### config.mk
export PLATFORM = sky130hd
export DESIGN_NAME = zb_chip_spreader_flat
export DESIGN_NICKNAME = d
export VERILOG_FILES = /design/src/rtl/zb_pkg.sv /design/src/rtl/zb_chip_spreader_if.sv /design/src/rtl/zb_chip_rom.sv /design/src/rtl/zb_chip_spreader.sv /design/src/flat_wrapper.sv
export SDC_FILE = /design/constraint.sdc
export NUM_CORES = 1
export LEC_CHECK = 0
export CORE_ASPECT_RATIO = 2
export CORE_MARGIN = 5
export CORE_UTILIZATION = 30
export DETAILED_ROUTE_END_ITERATION = 8
export PLACE_DENSITY_LB_ADDON = 0.05
export SETUP_SLACK_MARGIN = 0.5
export SLEW_MARGIN = 30
export SYNTH_ARGS = -nofsm -noshare
export SYNTH_HDL_FRONTEND = slang
export SYNTH_HIERARCHICAL = 1
export SYNTH_SLANG_ARGS = --single-unit
### constraint.sdc
create_clock -name inClock -period 2.75 [get_ports inClock]
set_input_delay 0.6875 -clock inClock [delete_from_list [all_inputs] [get_ports inClock]]
set_output_delay 0.6875 -clock inClock [all_outputs]
set_load 0.05 [all_outputs]
### src/rtl/zb_pkg.sv
// Shared constants for the 802.15.4 2.4 GHz DSSS spreader and despreader.
// Latency: n/a (package only).
// Backpressure: n/a (package only).
// Contents: chip/symbol widths, the 16-entry PN chip table (c0 in bit 0) and the spreader FSM states.
package zb_pkg;

  localparam int CHIPS_PER_SYMBOL = 32;
  localparam int SYMBOL_WIDTH     = 4;
  localparam int IDX_W            = $clog2(CHIPS_PER_SYMBOL);

  // Entry k (k = 1..7) is entry 0 rotated by 4*k chips toward higher chip indices.
  // Entries 8..15 are entries 0..7 with every odd-indexed chip inverted (XOR 0xAAAAAAAA).
  localparam logic [CHIPS_PER_SYMBOL-1:0] CHIP_TABLE [16] = '{
    32'h744AC39B, 32'h44AC39B7, 32'h4AC39B74, 32'hAC39B744,
    32'hC39B744A, 32'h39B744AC, 32'h9B744AC3, 32'hB744AC39,
    32'hDEE06931, 32'hEE06931D, 32'hE06931DE, 32'h06931DEE,
    32'h6931DEE0, 32'h931DEE06, 32'h31DEE069, 32'h1DEE0693
  };

  typedef enum logic {
    IDLE = 1'b0,
    SEND = 1'b1
  } state_t;

endpackage

### src/rtl/zb_chip_spreader_if.sv
// Symbol-in / chip-out handshake bundle for the chip spreader.
// Latency: n/a (wiring only).
// Backpressure: symbol side valid/ready, chip side valid/ready per chip.
// slave = spreader side, master = symbol source + chip sink side.
interface zb_chip_spreader_if;
  import zb_pkg::*;

  logic [SYMBOL_WIDTH-1:0] inSymbol;
  logic                    inSymbolValid;
  logic                    outSymbolReady;
  logic                    outChip;
  logic                    outChipValid;
  logic                    inChipReady;
  logic                    outFirstChip;
  logic [IDX_W-1:0]        outChipIndex;
  logic                    outBusy;

  modport slave (
    input  inSymbol, inSymbolValid, inChipReady,
    output outSymbolReady, outChip, outChipValid, outFirstChip, outChipIndex, outBusy
  );

  modport master (
    output inSymbol, inSymbolValid, inChipReady,
    input  outSymbolReady, outChip, outChipValid, outFirstChip, outChipIndex, outBusy
  );

endinterface

### src/rtl/zb_chip_rom.sv
// Combinational symbol -> 32-chip PN word lookup (c0 in bit 0); shared with the despreader.
// Latency: 0 cycles (pure combinational).
// Backpressure: none.
// Ports: sym (4-bit data symbol in), chips (32-bit chip word out).
module zb_chip_rom
  import zb_pkg::*;
(
  input  logic [SYMBOL_WIDTH-1:0]     sym,
  output logic [CHIPS_PER_SYMBOL-1:0] chips
);

  assign chips = CHIP_TABLE[sym];

endmodule

### src/rtl/zb_chip_spreader.sv
// DSSS spreader: one 4-bit symbol in, its 32-chip PN sequence out serially.
// Latency: symbol accepted at edge N presents c0 from cycle N+1; back-to-back symbols have no bubble.
// Backpressure: chip output stalls chip by chip on inChipReady; symbol input is only ready in IDLE or on the last-chip transfer.
// Ports: inClock, inReset (sync, active-high), bus (slave side of zb_chip_spreader_if).
module zb_chip_spreader
  import zb_pkg::*;
(
  input  logic               inClock,
  input  logic               inReset,
  zb_chip_spreader_if.slave  bus
);

  localparam logic [IDX_W-1:0] LAST_IDX = IDX_W'(CHIPS_PER_SYMBOL - 1);

  state_t                      state;
  state_t                      state_nxt;
  logic [CHIPS_PER_SYMBOL-1:0] shreg;
  logic [CHIPS_PER_SYMBOL-1:0] rom_word;
  logic [IDX_W-1:0]            idx;
  logic                        last;
  logic                        xfer;
  logic                        sym_rdy;
  logic                        accept;
  logic                        chip_vld;
  logic                        chip_dat;
  logic                        first;

  zb_chip_rom u_rom (
    .sym   (bus.inSymbol),
    .chips (rom_word)
  );

  always_ff @(posedge inClock) begin
    if (inReset) begin
      state <= IDLE;
    end else begin
      state <= state_nxt;
    end
  end

  always_comb begin
    state_nxt = state;
    sym_rdy   = 1'b0;
    chip_vld  = 1'b0;
    chip_dat  = 1'b0;
    first     = 1'b0;
    xfer      = 1'b0;
    last      = (idx == LAST_IDX);

    case (state)
      IDLE: begin
        sym_rdy = 1'b1;
      end
      SEND: begin
        chip_vld = 1'b1;
        chip_dat = shreg[0];
        first    = (idx == '0);
        xfer     = bus.inChipReady;
        // Combinational from inChipReady so the next symbol loads on the
        // same edge that retires c31, keeping the chip stream gap-free.
        sym_rdy  = last && bus.inChipReady;
      end
    endcase

    // Reset beats acceptance: the source must not pop a symbol we drop.
    if (inReset) begin
      sym_rdy = 1'b0;
    end

    accept = bus.inSymbolValid && sym_rdy;

    case (state)
      IDLE: if (accept) state_nxt = SEND;
      SEND: if (xfer && last && !accept) state_nxt = IDLE;
    endcase
  end

  always_ff @(posedge inClock) begin
    if (inReset) begin
      shreg <= '0;
      idx   <= '0;
    end else if (accept) begin
      shreg <= rom_word;
      idx   <= '0;
    end else if (xfer) begin
      shreg <= shreg >> 1;
      idx   <= last ? '0 : idx + IDX_W'(1);
    end
  end

  assign bus.outSymbolReady = sym_rdy;
  assign bus.outChipValid   = chip_vld;
  assign bus.outChip        = chip_dat;
  assign bus.outFirstChip   = first;
  assign bus.outChipIndex   = idx;
  assign bus.outBusy        = (state == SEND);

endmodule

### src/flat_wrapper.sv
// flat-port wrapper written by rule: the top's interface ports become plain ports
module zb_chip_spreader_flat import zb_pkg::*;
  (inClock, inReset, bus_inSymbol, bus_inSymbolValid, bus_inChipReady, bus_outSymbolReady, bus_outChip, bus_outChipValid, bus_outFirstChip, bus_outChipIndex, bus_outBusy);
  zb_chip_spreader_if bus_i ();
  input  logic inClock;
  input  logic inReset;
  input wire logic [$bits(bus_i.inSymbol)-1:0] bus_inSymbol;
  input wire logic [$bits(bus_i.inSymbolValid)-1:0] bus_inSymbolValid;
  input wire logic [$bits(bus_i.inChipReady)-1:0] bus_inChipReady;
  output wire logic [$bits(bus_i.outSymbolReady)-1:0] bus_outSymbolReady;
  output wire logic [$bits(bus_i.outChip)-1:0] bus_outChip;
  output wire logic [$bits(bus_i.outChipValid)-1:0] bus_outChipValid;
  output wire logic [$bits(bus_i.outFirstChip)-1:0] bus_outFirstChip;
  output wire logic [$bits(bus_i.outChipIndex)-1:0] bus_outChipIndex;
  output wire logic [$bits(bus_i.outBusy)-1:0] bus_outBusy;
  assign bus_i.inSymbol = bus_inSymbol;
  assign bus_i.inSymbolValid = bus_inSymbolValid;
  assign bus_i.inChipReady = bus_inChipReady;
  assign bus_outSymbolReady = bus_i.outSymbolReady;
  assign bus_outChip = bus_i.outChip;
  assign bus_outChipValid = bus_i.outChipValid;
  assign bus_outFirstChip = bus_i.outFirstChip;
  assign bus_outChipIndex = bus_i.outChipIndex;
  assign bus_outBusy = bus_i.outBusy;
  zb_chip_spreader u_core (.inClock(inClock), .inReset(inReset), .bus(bus_i));
endmodule
Word level (Yosys, flattened, before mapping)
Memory sizes are Yosys's and may differ from the RTL's.
Cells that the tools add are included.
Word-level totals
  memory bits (read-only): 512
  memories kept: 1
  output and inout bits: 10
  logic and storage cells: 31
  bits of input ports: 8
  register bits after elaboration: 38
Memories
  (name not given): words 16, width 32, read ports 1, clocked after memory_dff 0, wr ports 0, RTL line zb_chip_rom.sv:12  | assign chips = CHIP_TABLE[sym];
Operators by class
  muxes and demuxes: 14
  equality and inequality tests: 1
  bitwise gates (word level): 2
  reduce and logical (&&, ||, !) cells: 8
  $lt $le $gt $ge: 1
  add/sub/neg operators: 1
Operators by type and width (number)
  32-bit two-way mux: 4
  1-bit two-way mux: 7
  5-bit by 1-bit adder with 5-bit output (second input constant): 1
  5-bit equality test (second input constant): 1
  5-bit >= comparator (second input constant): 1
  5-bit zero test: 1
  5-bit two-way mux: 1
  4-bit inverter with 5-bit output: 1
  1-bit logical AND: 4
  1-bit one-hot mux with 2 select lines: 2
  2-bit nonzero test: 1
  2-bit OR reduction: 1
  1-bit zero test: 1
  1-bit inverter: 1

Depth between registers and ports, before layout
  depth after elaboration: 9
  depth in mapped cells: 9
  gate-level depth less buffers: 7

By module
The synthesis kept the hierarchy.
Modules (own cells, without submodules)
  zb_chip_spreader: area each 1976.9 um2, instances 1, sequential area each 760.7 um2, cells each 190
  zb_chip_rom: area each 588.1 um2, instances 1, sequential area each 0.0 um2, cells each 84

Least setup slack after synthesis
No wires, ideal clock.
  path type: flip-flop to output port
  start: register u_core.idx[0], in the netlist u_core/bus.outChipIndex[0]
  end: output port bus_outSymbolReady
  arrival time: 2.293 ns
  path buffers: 1
  cell stages (with the launch flop): 7
  required time: 2.062 ns
  slack: -0.230 ns
  path through: dfxtp_1 -> ha_1 -> and3_1 -> ha_1 -> a21bo_1 -> buf_6 -> nor2b_1
On the way
  cells in the longest elaborated chain, start to end: 4
Ends and longest elaborated chain
  from (decl): RTL line zb_chip_spreader.sv:19  | logic [IDX_W-1:0] idx;
  from (signal assigned): RTL line zb_chip_spreader.sv:87  | idx <= last ? '0 : idx + IDX_W'(1);
  5-bit equality test: RTL line zb_chip_spreader.sv:48  | last = (idx == LAST_IDX);
  1-bit logical AND: RTL line zb_chip_spreader.sv:61  | sym_rdy = last && bus.inChipReady;
  1-bit one-hot mux with 2 select lines: RTL line zb_chip_spreader.sv:50  | case (state)
  1-bit two-way mux: RTL line zb_chip_spreader.sv:66  | if (inReset) begin
  to (decl): RTL line flat_wrapper.sv:10  | output wire logic [$bits(bus_i.outSymbolReady)-1:0] bus_outSymbolReady;
No other way between the ends.

Final worst setup path
  start: register u_core.idx[1], in the netlist u_core/bus.outChipIndex[1]
  end: output port bus_outSymbolReady
Same word-level chain as after synthesis.

==> key figures <==
Global routing
  – Antenna violations before repair: 0
  – Pin count of the biggest net entering global routing: 35
  – Global-route congestion overflow total: 0
  – Via count of the first global-routing pass: 2063
  – First-pass GRT wire length: 10.89 mm
  – Global router's overall resource usage: 0.1388

Worst setup path
  – CP Buf/Inv Count: 1
  – Crit-path cells: ha_4 > and3_4 > ha_4 > a21bo_1 > nor2b_4 > buf_12
  – Largest stage delay on the critical path: 0.36 ns
  – Max FO, Critical Path: 4
  – WP depth: 6
  – Depth of the worst register-to-register path: 8
  – Startpoint types: flop
  – Worst path most repeated cell: sky130_fd_sc_hd__ha_4
  – Worst Setup Path Type: reg2out
  – Endpoint required time on the critical path: 2.06 ns
  – Family with the most delay on the worst path: flip-flops
  – Data arrival time of the critical path: 1.60 ns
  – CP max stage cell: sky130_fd_sc_hd__dfxtp_4
  – Crit end category: primary output

Pwr
  – Highest ir drop seen on vdd: 0.2812 mV
  – Fraction of power consumed by combinational cells: 0.210
  – Internal Power: 0.001163 W
  – Fraction of power consumed by the clock network: 0.407
  – Reg power frac: 0.383
  – Pwr dens: 519.7 nW/um^2
  – Sw power: 0.0004497 W
  – Static Leak: 1.396 nW
  – Sw Ratio: 0.2789

Timing
  – FMAX: 436.6 MHz
  – Final-layout setup total negative slack: 0 ns
  – Worst-margin pin slew: 0.5493 ns
  – Setup clock skew after layout: 0.003788 ns
  – Pins over their slew limit: 0
  – Hold violation count in the final report: 0
  – Fin crit period: 2.291 ns
  – Final setup violating endpoints: 0
  – Remaining max-slew budget at the tightest pin: 0.6338
  – Setup repair after global routing missed its margin: yes
  – Fraction of the cycle the final worst path needs: 0.8329

Floorplan
  – Full die area: 10610 sq um
  – Die span in y: 140.8 microns
  – Die X-Extent: 75.38 microns
  – Count of pins on the block boundary: 18
  – Site row count: 47
  – Core Footprint: 8351 sq um
  – Initial Util: 0.3072

Run
  – MaxCap Viol Count: 0

Synthesis
  – Cells after Synth: 274
  – Post-synthesis share of cell area spent on full adders, half adders and majority gates: 0.05366
  – Area fraction in compound gates after synthesis: 0.2317
  – Sequential cell area fraction in the yosys report: 0.2966
  – Post-synthesis mux area share: 0.1327
  – Netlist Area Pre-Place: 2565 sq um
  – Simple-gate share of the synthesized area: 0.1522
  – Combinational family with the most area after synthesis: compound AO/OA/AOI/OAI gates
  – Number of unique standard cell types used by synthesis: 39
  – Synth Register Bits: 38
  – Mapped Nets: 293
  – Total number of yosys warnings: 6
  – Xor and xnor area share after synthesis: 0.04439
  – Post-synthesis area per instance: 9.361 sq um

Worst hold path
  – Type of the most critical hold path: reg2reg
  – Count of cells along the worst hold path: 2

Clock tree
  – Clock Sink Count: 38
  – Clock insertion delay at the later pin of the skew report: 0.29 ns
  – CTS clock-pin slew for the worst setup and hold paths: 0.06 ns
  – CTS H-Tree Depth: 2
  – Total CTS buffers: 5
  – Number of buffers added to fix hold violations after cts: 0
  – Clock tree from TritonCTS: done
  – Clock Path Buffers: 2
  – Root buf cell: sky130_fd_sc_hd__clkbuf_16

Routing
  – DR WL/cell: 17.34 microns
  – DR DRC count: 0
  – Number of DRC violations after detailed-routing iteration 0: 82
  – Detailed-route via count: 1968
  – Routed wire length: 6.779 mm
  – Post-DRT Antenna Nets: 0
  – Number of vias per cell after detailed routing: 5.033
  – Count of TritonRoute iterations in the first routing pass: 6

Placement
  – Post-Place Cell Area: 2858 sq um
  – Number of buffers added on ports: 17
  – HPWL after DPL: 4.930 mm
  – Gp weighted congestion: 0.8012

Finish
  – Fraction of final layout cells with drive strength greater than 1: 0.2833
  – Layout-stage area growth over the synthesis result: 20.98%
  – Multi-input gate area in the final layout: 1634 sq um
  – Number of filler cells placed in the layout: 858
  – Post-layout net count: 311
  – Commonest cells after routing, fill and taps aside: 35 x sky130_fd_sc_hd__nand3_1, 35 x sky130_fd_sc_hd__dfxtp_1, 34 x sky130_fd_sc_hd__mux2i_1
  – Flip-flop and latch area: 769.5 sq um
  – Number of diodes: 0
  – Post-route cell area: 3103 sq um

Run status
  – Result of the run: finished, final reports clean
## stage by stage
step                utilization  std cells  worst slack, ns  total power [W]  hold slack, ns
floorplan                     -        274           0.3584        0.0008857          0.4617
global placement         0.3422        376           0.3604        0.0009771          0.4902
detailed placement       0.3422        376           0.3517        0.0009752          0.4913
CTS                      0.3684        389           0.4119         0.001647          0.4994
global route             0.3716        391           0.4157         0.001698          0.5383
finish                   0.3716        391           0.4594         0.001613          0.5010
## flip-flops by register name, indices dropped and copies added, names as in the netlist
register	cells
u_core/shreg	32
u_core/bus.outChipIndex	5
u_core/bus.outBusy	1
## cell families after synthesis
family / count (synthesis)
xor gates and xnor gates: 13
AOI/OAI and AO/OA: 65
muxes: 34
adders and majority gates: 11
buffers and inverters: 38
DFF: 38
and+or+nand+nor: 75
## area by class of cell
class	instances	share of cell area
clock buffers	7	0.04274
inverters	9	0.01089
clock inverters	1	0.009677
well taps	98	0.03952
multi-input cells	198	0.5266
flip-flops and latches	38	0.2480
repair buffers	40	0.1226
## repair_timing
action	in CTS	in global routing
buffers inserted	5	2
endpoints found under the setup margin	6	4
gates resized for setup	11	5
pin swaps	2	2
## power by group through the flow
stage	clock [W]	sequential [W]	combinational [W]
2_1_floorplan	0	0.000630	0.000256
3_3_place_gp	0	0.000633	0.000344
3_5_place_dp	0	0.000633	0.000342
4_1_cts	0.000684	0.000619	0.000344
5_1_grt	0.000703	0.000623	0.000373
6_report	0.000656	0.000618	0.000339
## layer usage
layer  wire length [microns]  track usage  up-vias
li1                        -            -     1009
met1                    2427       0.1375      918
met2                    3962       0.2645       29
met3                     191      0.02138       12
met4                     197      0.06359        0
met5                       0            0        -
## worst min-delay path, stage by stage (launching register included)
cell and delay (ns):
sky130_fd_sc_hd__dfxtp_1 0.31, sky130_fd_sc_hd__nand3b_1 0.07, sky130_fd_sc_hd__o21ai_0 0.07
## worst paths after layout
| check | from | to | slack, ns |
|---|---|---|---|
| setup / recovery | u_core/bus.outChipIndex[1] | bus_outSymbolReady | 0.46 |
| hold / removal | u_core/shreg[31] | u_core/shreg[31] | 0.50 |
| setup reg to reg | u_core/bus.outChipIndex[1] | u_core/bus.outChipIndex[1] | 0.82 |
| hold reg to reg | u_core/shreg[31] | u_core/shreg[31] | 0.50 |
## synthesized netlist by cell type, drive strengths merged
master,count,area [sq um]
dfxtp,38,760.7
nand3,35,175.2
mux2i,34,340.3
o31ai,31,386.6
buf,20,160.1
a21oi,15,97.59
nand2,14,52.55
o21ai,14,70.06
ha,11,137.6
clkbuf,9,33.78
inv,9,33.78
nor2,8,30.03
xor2,7,61.31
nor2b,6,45.04
xnor2,6,52.55
nand2b,3,18.77
and2,2,15.02
a211o,1,8.760
a21bo,1,10.01
a21boi,1,7.510
a21o,1,7.510
a31oi,1,6.260
and3,1,6.260
nand3b,1,7.510
nor4,1,6.260
nor4bb,1,10.01
or2,1,6.260
or4,1,7.510
or4b,1,10.01
No activity file was read; power rests on OpenSTA's default activity.
